<file path="config.mk">
export PLATFORM = sky130hd
export DESIGN_NAME = bldc_commutation_sequencer
export DESIGN_NICKNAME = d
export VERILOG_FILES = /design/src/rtl/bldc_commutation_sequencer.sv
export SDC_FILE = /design/constraint.sdc
export NUM_CORES = 1
export LEC_CHECK = 0
export CAP_MARGIN = 40
export CORE_UTILIZATION = 61
export DETAILED_ROUTE_END_ITERATION = 10
export PLACE_DENSITY = 0.9
export SYNTH_ARGS = -nofsm -noshare
export SYNTH_HDL_FRONTEND = slang
export SYNTH_SLANG_ARGS = --single-unit
</file>
<file path="constraint.sdc">
create_clock -name clk -period 7.3 [get_ports clk]
set_clock_uncertainty 0.05 [all_clocks]
set_input_delay 1.825 -clock clk [delete_from_list [all_inputs] [get_ports clk]]
set_output_delay 1.825 -clock clk [all_outputs]
set_load 0.005 [all_outputs]
</file>
<file path="src/rtl/bldc_commutation_sequencer.sv">
// Six-step BLDC commutation scheduler: synchronises the divided clock into ticks
// and runs the align -> open-loop ramp -> run start-up sequence.
module bldc_commutation_sequencer #(
  parameter int unsigned DWELL_W = 16
) (
  input  logic               clk,
  input  logic               rst,
  input  logic               div_clk,
  input  logic               start,
  input  logic               stop,
  input  logic               dir,
  input  logic [DWELL_W-1:0] align_ticks,
  input  logic [DWELL_W-1:0] dwell_start,
  input  logic [DWELL_W-1:0] dwell_target,
  input  logic [DWELL_W-1:0] ramp_dec,
  output logic [2:0]         phase_hi,
  output logic [2:0]         phase_lo,
  output logic [2:0]         step,
  output logic               comm_pulse,
  output logic               busy,
  output logic               running
);

  typedef enum logic [1:0] {IDLE, ALIGN, RAMP, RUN} state_t;

  state_t             state;
  logic               s1, s2, s3;
  logic               tick;
  logic [DWELL_W-1:0] align_cfg, start_cfg, target_cfg, dec_cfg;
  logic [DWELL_W-1:0] cur_dwell, tick_cnt;
  logic [DWELL_W-1:0] lim, ramp_first, ramp_next;
  logic               dwell_done;
  logic [2:0]         step_nxt;

  function automatic logic [DWELL_W-1:0] nz(input logic [DWELL_W-1:0] v);
    return (v == '0) ? DWELL_W'(1) : v;
  endfunction

  function automatic logic [2:0] hi_of(input logic [2:0] s);
    case (s)
      3'd0, 3'd1: hi_of = 3'b001;
      3'd2, 3'd3: hi_of = 3'b010;
      default:    hi_of = 3'b100;
    endcase
  endfunction

  function automatic logic [2:0] lo_of(input logic [2:0] s);
    case (s)
      3'd0, 3'd5: lo_of = 3'b010;
      3'd1, 3'd2: lo_of = 3'b100;
      default:    lo_of = 3'b001;
    endcase
  endfunction

  always_ff @(posedge clk or posedge rst) begin
    if (rst) begin
      s1 <= 1'b0;
      s2 <= 1'b0;
      s3 <= 1'b0;
    end else begin
      s1 <= div_clk;
      s2 <= s1;
      s3 <= s2;
    end
  end

  assign tick = s2 & ~s3;

  always_comb begin
    lim = target_cfg;
    case (state)
      ALIGN:   lim = align_cfg;
      RAMP:    lim = cur_dwell;
      default: lim = target_cfg;
    endcase
    dwell_done = (tick_cnt >= lim - DWELL_W'(1));
    ramp_first = (start_cfg > target_cfg) ? start_cfg : target_cfg;
    // cur_dwell never drops below target_cfg, so the difference cannot underflow
    ramp_next  = (cur_dwell - target_cfg >= dec_cfg) ? cur_dwell - dec_cfg : target_cfg;
    if (dir) step_nxt = (step == 3'd5) ? 3'd0 : step + 3'd1;
    else     step_nxt = (step == 3'd0) ? 3'd5 : step - 3'd1;
  end

  always_ff @(posedge clk or posedge rst) begin
    if (rst) begin
      state      <= IDLE;
      step       <= '0;
      phase_hi   <= '0;
      phase_lo   <= '0;
      comm_pulse <= 1'b0;
      busy       <= 1'b0;
      running    <= 1'b0;
      tick_cnt   <= '0;
      cur_dwell  <= '0;
      align_cfg  <= '0;
      start_cfg  <= '0;
      target_cfg <= '0;
      dec_cfg    <= '0;
    end else begin
      comm_pulse <= 1'b0;
      if (stop) begin
        state    <= IDLE;
        step     <= '0;
        phase_hi <= '0;
        phase_lo <= '0;
        busy     <= 1'b0;
        running  <= 1'b0;
        tick_cnt <= '0;
      end else if (state == IDLE) begin
        if (start) begin
          align_cfg  <= nz(align_ticks);
          start_cfg  <= nz(dwell_start);
          target_cfg <= nz(dwell_target);
          dec_cfg    <= ramp_dec;
          state      <= ALIGN;
          busy       <= 1'b1;
          step       <= '0;
          phase_hi   <= hi_of(3'd0);
          phase_lo   <= lo_of(3'd0);
          tick_cnt   <= '0;
        end
      end else if (tick) begin
        if (dwell_done) begin
          step       <= step_nxt;
          phase_hi   <= hi_of(step_nxt);
          phase_lo   <= lo_of(step_nxt);
          comm_pulse <= 1'b1;
          tick_cnt   <= '0;
          // Leaving ALIGN loads the first ramp dwell; a ramp already at target goes straight to RUN
          if (state == ALIGN) begin
            cur_dwell <= ramp_first;
            state     <= (ramp_first == target_cfg) ? RUN : RAMP;
            running   <= (ramp_first == target_cfg);
          end else if (state == RAMP) begin
            cur_dwell <= ramp_next;
            if (ramp_next == target_cfg) begin
              state   <= RUN;
              running <= 1'b1;
            end
          end
        end else begin
          tick_cnt <= tick_cnt + DWELL_W'(1);
        end
      end
    end
  end

endmodule

</file>
==> qor.yml, run 1 <==
setup_viol_count_final: 0
die_area_um2: 14600
min_period_over_period_pct: 79.4
clk_transition_reported_paths_ns: 0.06
timing_max_transition_violations_final: 0
rsz0062_at_grt: "false"
final_layout_size_suffix_gt1_share_pct: 11.5
hpwl_mm: 17.2
ys_seq_area_share_pct: 32.7
synthToLayoutAreaGrowth_pct: 17.8
place.gp.congestion: 0.937
num_rows: 43
worstSetupPathType: "register to register"
syn-num-nets: 1082
clock_tree.htree_level_count: 4
synth-edff-count: 0
ff2ff_setup_slack_ns: 1.50
failing_checks: "design-rule violations"
min_delay_path_depth: 0
nNetsFinal: 1153
antenna_found_initial: 0
max_cap_violations: 0
grt_start_max_net_pins: 68
drc: 2
via_per_inst: 6.44
fillCellCount: 939
port_buffers: 81
p_sw_share_pct: 44.7
largest_cells_by_area_after_synthesis: "dfrtp_1, ha_1, mux2_2"
pwr-share-seq_pct: 24.7
die_height_um: 121
slew_headroom_pct: 36.7
antennaDiodeCount: 0
cts_resized: 0
grt_pass1_vias: 7362
num_vias: 7666
yosys_most_used_dff: "dfrtp_1"
cts_post_setup_buffers_inserted: 0
synthDominantCellAreaShare_pct: 32.7
pwr-share-comb_pct: 57.5
timing_hold_violations_final: 0
routedWlPerCell_um: 19.5
crit_required_ns: 7.55
rr_worst_depth: 18
ys_async_sr_fraction_pct: 100
cts.path.max_buffers: 2
track_usage_pct: 33.7
routed_wl_mm: 23.2
clock_insertion_delay_worst_skew_ns: 0.43
cts_made_buffers: 17
clock_power_share_pct: 17.8
timing.fmax_mhz: 172
cp-endpoint: "cur_dwell[9]"
route.antenna.remaining_nets: 0
tritoncts_clock_tree: "built"
internal-power_uw: 2490
clock_sink_count: 113
yosysUniqueCellTypes: 61
power.leakage_uw: 0.00456
drt_pass1_iterations: 10
drt-initial-drc-count: 598
switching_component_of_the_power_uw: 2010
fp.coreArea_um2: 13800
cp.arrival_ns: 6.05
crit-reg2reg-launch: "state[0]"
holdWs_ns: 0.301
synth.cells.most_frequent: "dfrtp_1, ha_1, nand2_1, mux2_2, inv_1"
syn-instance-count: 926
clk_root_buffer_cell: "clkbuf_16"
post-route-cell-area_um2: 10200
end_kind: "register"
initial_core_util_pct: 62.5
synth.largest_area_cell: "dfrtp_1"
worstPathMaxFanout: 31
min-delay-path-class: "register to register"
worstMarginPinSlew_ns: 0.941
cts_hold_buf: 0
ir_drop_uv: 286
syn-mean-instance-area_um2: 9.33
power_density_nw_per_um2: 442
postPlaceCellArea_um2: 9610
yosysMostFrequentCell: "dfrtp_1"
die_w_um: 121
grt_overflow_total: 0
cp-start-kind: "register"
grt_first_pass_wirelength_mm: 37.5
finalWorstPathRequiredPeriod_ns: 5.80
yosys_register_bits: 113
pin_count: 82
yosys_warnings: 0
crit-reg2reg-capture: "cur_dwell[9]"
synth.cell_area_um2: 8640
status: "complete, but fails checks"
worstSetupStartpoint: "state[0]"
fin_tns_setup_ns: 0
[worst min-delay path by stage]
stage	endpoint	from
after floorplan	s2	s1
after global placement	s2	s1
after detailed placement	s2	s1
after CTS	s2	s1
after global routing	s2	s1
final	s2	s1
[logic make-up (layout without fill, tap and decap cells)]
group                    count (synthesis)  in the layout  share of synthesized area [%]
AO/OA/AOI/OAI                          214            214                           16.8
XOR/XNOR                                82             82                           9.11
adder cells (fa/ha/maj)                 86             86                           12.6
buffers and inverters                   93            177                           4.16
flip-flops                             113            113                           32.7
multiplexers                            73             73                           9.41
AND/OR/NAND/NOR                        265            265                           15.2
[critical path: stages, from the launching register on]
cell     delay, ns
dfrtp_1       0.39
inv_1         0.09
ha_1          0.87
mux2i_1       0.45
and4_1        0.30
nand4_1       0.15
nor3_1        0.28
nand2_1       0.09
nor3_1        0.32
xnor2_1       0.12
ha_1          0.31
nand3_1       0.09
or4_1         0.53
a21oi_1       0.13
o21ai_0       0.25
nand2_1       0.14
nand4_1       0.36
buf_8         0.33
o41ai_1       0.41
[routing by layer]
| layer | track usage, % | vias up | share of wire, % |
|---|---|---|---|
| met3 | 6.67 | 110 | 8.0 |
| li1 | - | 3515 | - |
| met4 | 20.2 | 0 | 5.5 |
| met5 | 0 | - | 0 |
| met2 | 53.3 | 408 | 46 |
| met1 | 42.6 | 3633 | 41 |
[layout by cell type, fill, tap and decap left out, types with 30 or more instances in the layout]
cell type	netlist	layout
o21ai_0	43	43
dfrtp_1	113	113
clkdlybuf4s50_1	0	81
nand2_1	74	74
nor3_1	30	30
a21oi_1	36	36
ha_1	84	84
nor2_1	52	52
mux2_2	66	66
xnor2_1	55	55
inv_1	59	58
[state kept, by name, summed over array words and instances, names as in the netlist]
name and count:
comm_pulse 1, busy 1, tick_cnt 16, s3 1, s2 1, align_cfg 16
s1 1, cur_dwell 16, target_cfg 16, phase_hi 3, start_cfg 16, state 2
step 3, phase_lo 3, dec_cfg 16, running 1
[cell type report]
cell class	instances	area (µm²)	area share, %
multi-input cells	720	5470	53.7
clock buffers	20	457	4.49
repair buffers	86	868	8.53
inverters	59	224	2.20
flip-flops and latches	113	2830	27.8
clock inverters	12	109	1.07
well taps	180	225	2.21
[through the flow]
step                std cells  total power, µW  setup WS (ns)  util [%]
floorplan                 926             2960           2.44         -
global placement         1156             3500           1.49      69.3
detailed placement       1158             3590           1.58      69.5
CTS                      1190             4450           1.55      73.6
global route             1190             4800           1.02      73.6
finish                   1190             4500           1.50      73.6
[power groups by stage]
stage / clock network (µW) / logic, µW / registers, µW
final: 800 / 2590 / 1110
after global routing: 833 / 2840 / 1130
after CTS: 804 / 2540 / 1100
after detailed placement: 0 / 2490 / 1100
after global placement: 0 / 2410 / 1100
after floorplan: 0 / 1960 / 996
(Power assumes the default switching activity.)
==> run 2: changes to the inputs <==
--- a/config.mk
+++ b/config.mk
@@ -6,9 +6,9 @@
 export NUM_CORES = 1
 export LEC_CHECK = 0
 export CAP_MARGIN = 40
-export CORE_UTILIZATION = 61
+export CORE_UTILIZATION = 59
 export DETAILED_ROUTE_END_ITERATION = 10
-export PLACE_DENSITY = 0.9
+export PLACE_DENSITY = 0.88
 export SYNTH_ARGS = -nofsm -noshare
 export SYNTH_HDL_FRONTEND = slang
 export SYNTH_SLANG_ARGS = --single-unit
==> constraint.sdc (replaced) <==
create_clock -name clk -period 5.7 [get_ports clk]
set_clock_uncertainty 0.05 [all_clocks]
set_input_delay 1.425 -clock clk [delete_from_list [all_inputs] [get_ports clk]]
set_output_delay 1.425 -clock clk [all_outputs]
set_load 0.005 [all_outputs]
==> run 2 against run 1 <==
  * The run now ends clean
  * Highest routed layer is now met5
  * Power is 34% higher
  * Critical path type unchanged
  * Routed wire length increased by 4.7%
  * Worst hold slack better by 0.021 ns
  * Register-to-register slack got worse by 1.1 ns
  * Cell count is 1.0% higher
==> qor.yml, run 2 (synthesized netlist as in run 1, its figures left out) <==
setup_viol_count_final: 0
via_per_inst: 6.41
status: "finished, final reports clean"
clk_root_buffer_cell: "clkbuf_16"
pin_count: 82
hp-start: "s1"
worstMarginPinSlew_ns: 0.796
grt_first_pass_wirelength_mm: 38.4
dp_cells: 1170
worstPathMaxFanout: 17
grt_overflow_total: 0
final_layout_size_suffix_gt1_share_pct: 12.5
tritoncts_clock_tree: "built"
clock_insertion_delay_worst_skew_ns: 0.43
worstSetupStartpoint: "state[0]"
routed_wl_mm: 24.3
worstSetupPathType: "register to register"
route.antenna.remaining_nets: 0
fp.coreArea_um2: 14100
min_delay_path_depth: 0
ff2ff_setup_slack_ns: 0.38
cts.path.max_buffers: 2
rr_worst_depth: 17
cp.arrival_ns: 5.56
drt-initial-drc-count: 719
fin_tns_setup_ns: 0
power.leakage_uw: 0.00466
place.gp.congestion: 0.962
cts_made_buffers: 17
antennaDiodeCount: 0
synthToLayoutAreaGrowth_pct: 19.6
drt_pass1_iterations: 8
whs_endpoint: "s2"
num_rows: 43
die_height_um: 123
num_vias: 7704
routedWlPerCell_um: 20.2
drc: 0
clk_transition_reported_paths_ns: 0.06
port_buffers: 81
die_w_um: 123
clock_sink_count: 113
final_cell_mix: "dfrtp_1, ha_1, clkdlybuf4s50_1, nand2_1, mux2_2"
fillCellCount: 1008
cts_post_setup_buffers_inserted: 0
final_common_cell: "dfrtp_1"
nNetsFinal: 1166
final_util_pct: 73.3
die_area_um2: 15100
cts_hold_buf: 0
hpwl_mm: 18.2
initial_core_util_pct: 61.3
end_kind: "register"
rsz0062_at_grt: "false"
finalWorstPathRequiredPeriod_ns: 5.32
grt_pass1_vias: 7543
timing_hold_violations_final: 0
timing.fmax_mhz: 188
crit_required_ns: 5.94
power_density_nw_per_um2: 582
max_cap_violations: 0
crit-reg2reg-capture: "phase_lo[2]"
antenna_found_initial: 1
crit-reg2reg-launch: "state[0]"
timing_max_transition_violations_final: 0
track_usage_pct: 33.8
ir_drop_uv: 374
grt_start_max_net_pins: 44
slew_headroom_pct: 46.4
cts_resized: 0
count_of_non_filler_cells_in_the_finished_layout: 1202
clock_tree.htree_level_count: 4
min_period_over_period_pct: 93.4
cp-start-kind: "register"
min-delay-path-class: "register to register"
==> run 2: changes by cell type in the layout (fill, tap and decap cells not counted), sizes merged <==
cell,previous run,this run
bufinv,1,4
buf,5,17
clkinvlp,5,2
clkinv,4,3
clkbuf,20,21
==> run 2: worst max-delay path by stage <==
stage	cells past startpoint	endpoint
after floorplan	21	cur_dwell[5]
final	17	phase_lo[2]
after global placement	20	cur_dwell[15]
after global routing	17	phase_lo[2]
after CTS	21	cur_dwell[15]
after detailed placement	20	cur_dwell[15]
==> run 2: worst max-delay path, cell delays in order, from the launching register on <==
cell	delay, ns
dfrtp_1	0.40
inv_1	0.08
ha_1	0.47
mux2i_1	0.43
and4_1	0.35
nand4_1	0.20
nor3_1	0.32
nand2_1	0.09
nor3_1	0.32
xnor2_1	0.12
ha_1	0.31
nand3_1	0.08
or4_1	0.52
a21oi_1	0.13
o21ai_0	0.21
nand3_1	0.20
nand2_1	0.35
o41ai_1	0.54
==> run 2: power by group <==
| part | internal [µW] | total, µW | switching [µW] | leakage [µW] |
|---|---|---|---|---|
| Sequential | 1070 | 1400 | 330 | 0.00142 |
| Combinational | 1550 | 3460 | 1920 | 0.00294 |
| Clock | 756 | 1160 | 401 | 0.000303 |
| Total | 3370 | 6020 | 2650 | 0.00466 |
==> run 2: cell type report <==
type                            count  area, µm²  area share (%)
Sequential cell                   113       2830            27.4
Inverter                           59        224            2.17
Tap cell                          180        225            2.18
Clock buffer                       20        457            4.42
Multi-Input combinational cell    720       5470            52.9
Timing Repair Buffer               99        956            9.25
Clock inverter                     11        179            1.73
==> run 2: per-stage QoR <==
stage	cell area, µm²	total power [µW]	setup WS (ns)	hold WS (ns)
global route	10300	6390	0.0598	0.332
detailed placement	9700	4700	0.534	0.310
global placement	9680	4590	0.696	0.283
finish	10300	6020	0.379	0.322
floorplan	8640	3790	0.845	0.281
CTS	10300	5940	0.487	0.322
==> run 2: metal layers <==
layer	share of wire (%)	track usage [%]	routed length, µm	vias up
met5	0.053	0	13	-
met4	4.7	18.1	1140	2
met3	8.9	8.81	2170	108
met2	45	52.5	10900	393
met1	41	43.0	10100	3646
li1	-	-	-	3555
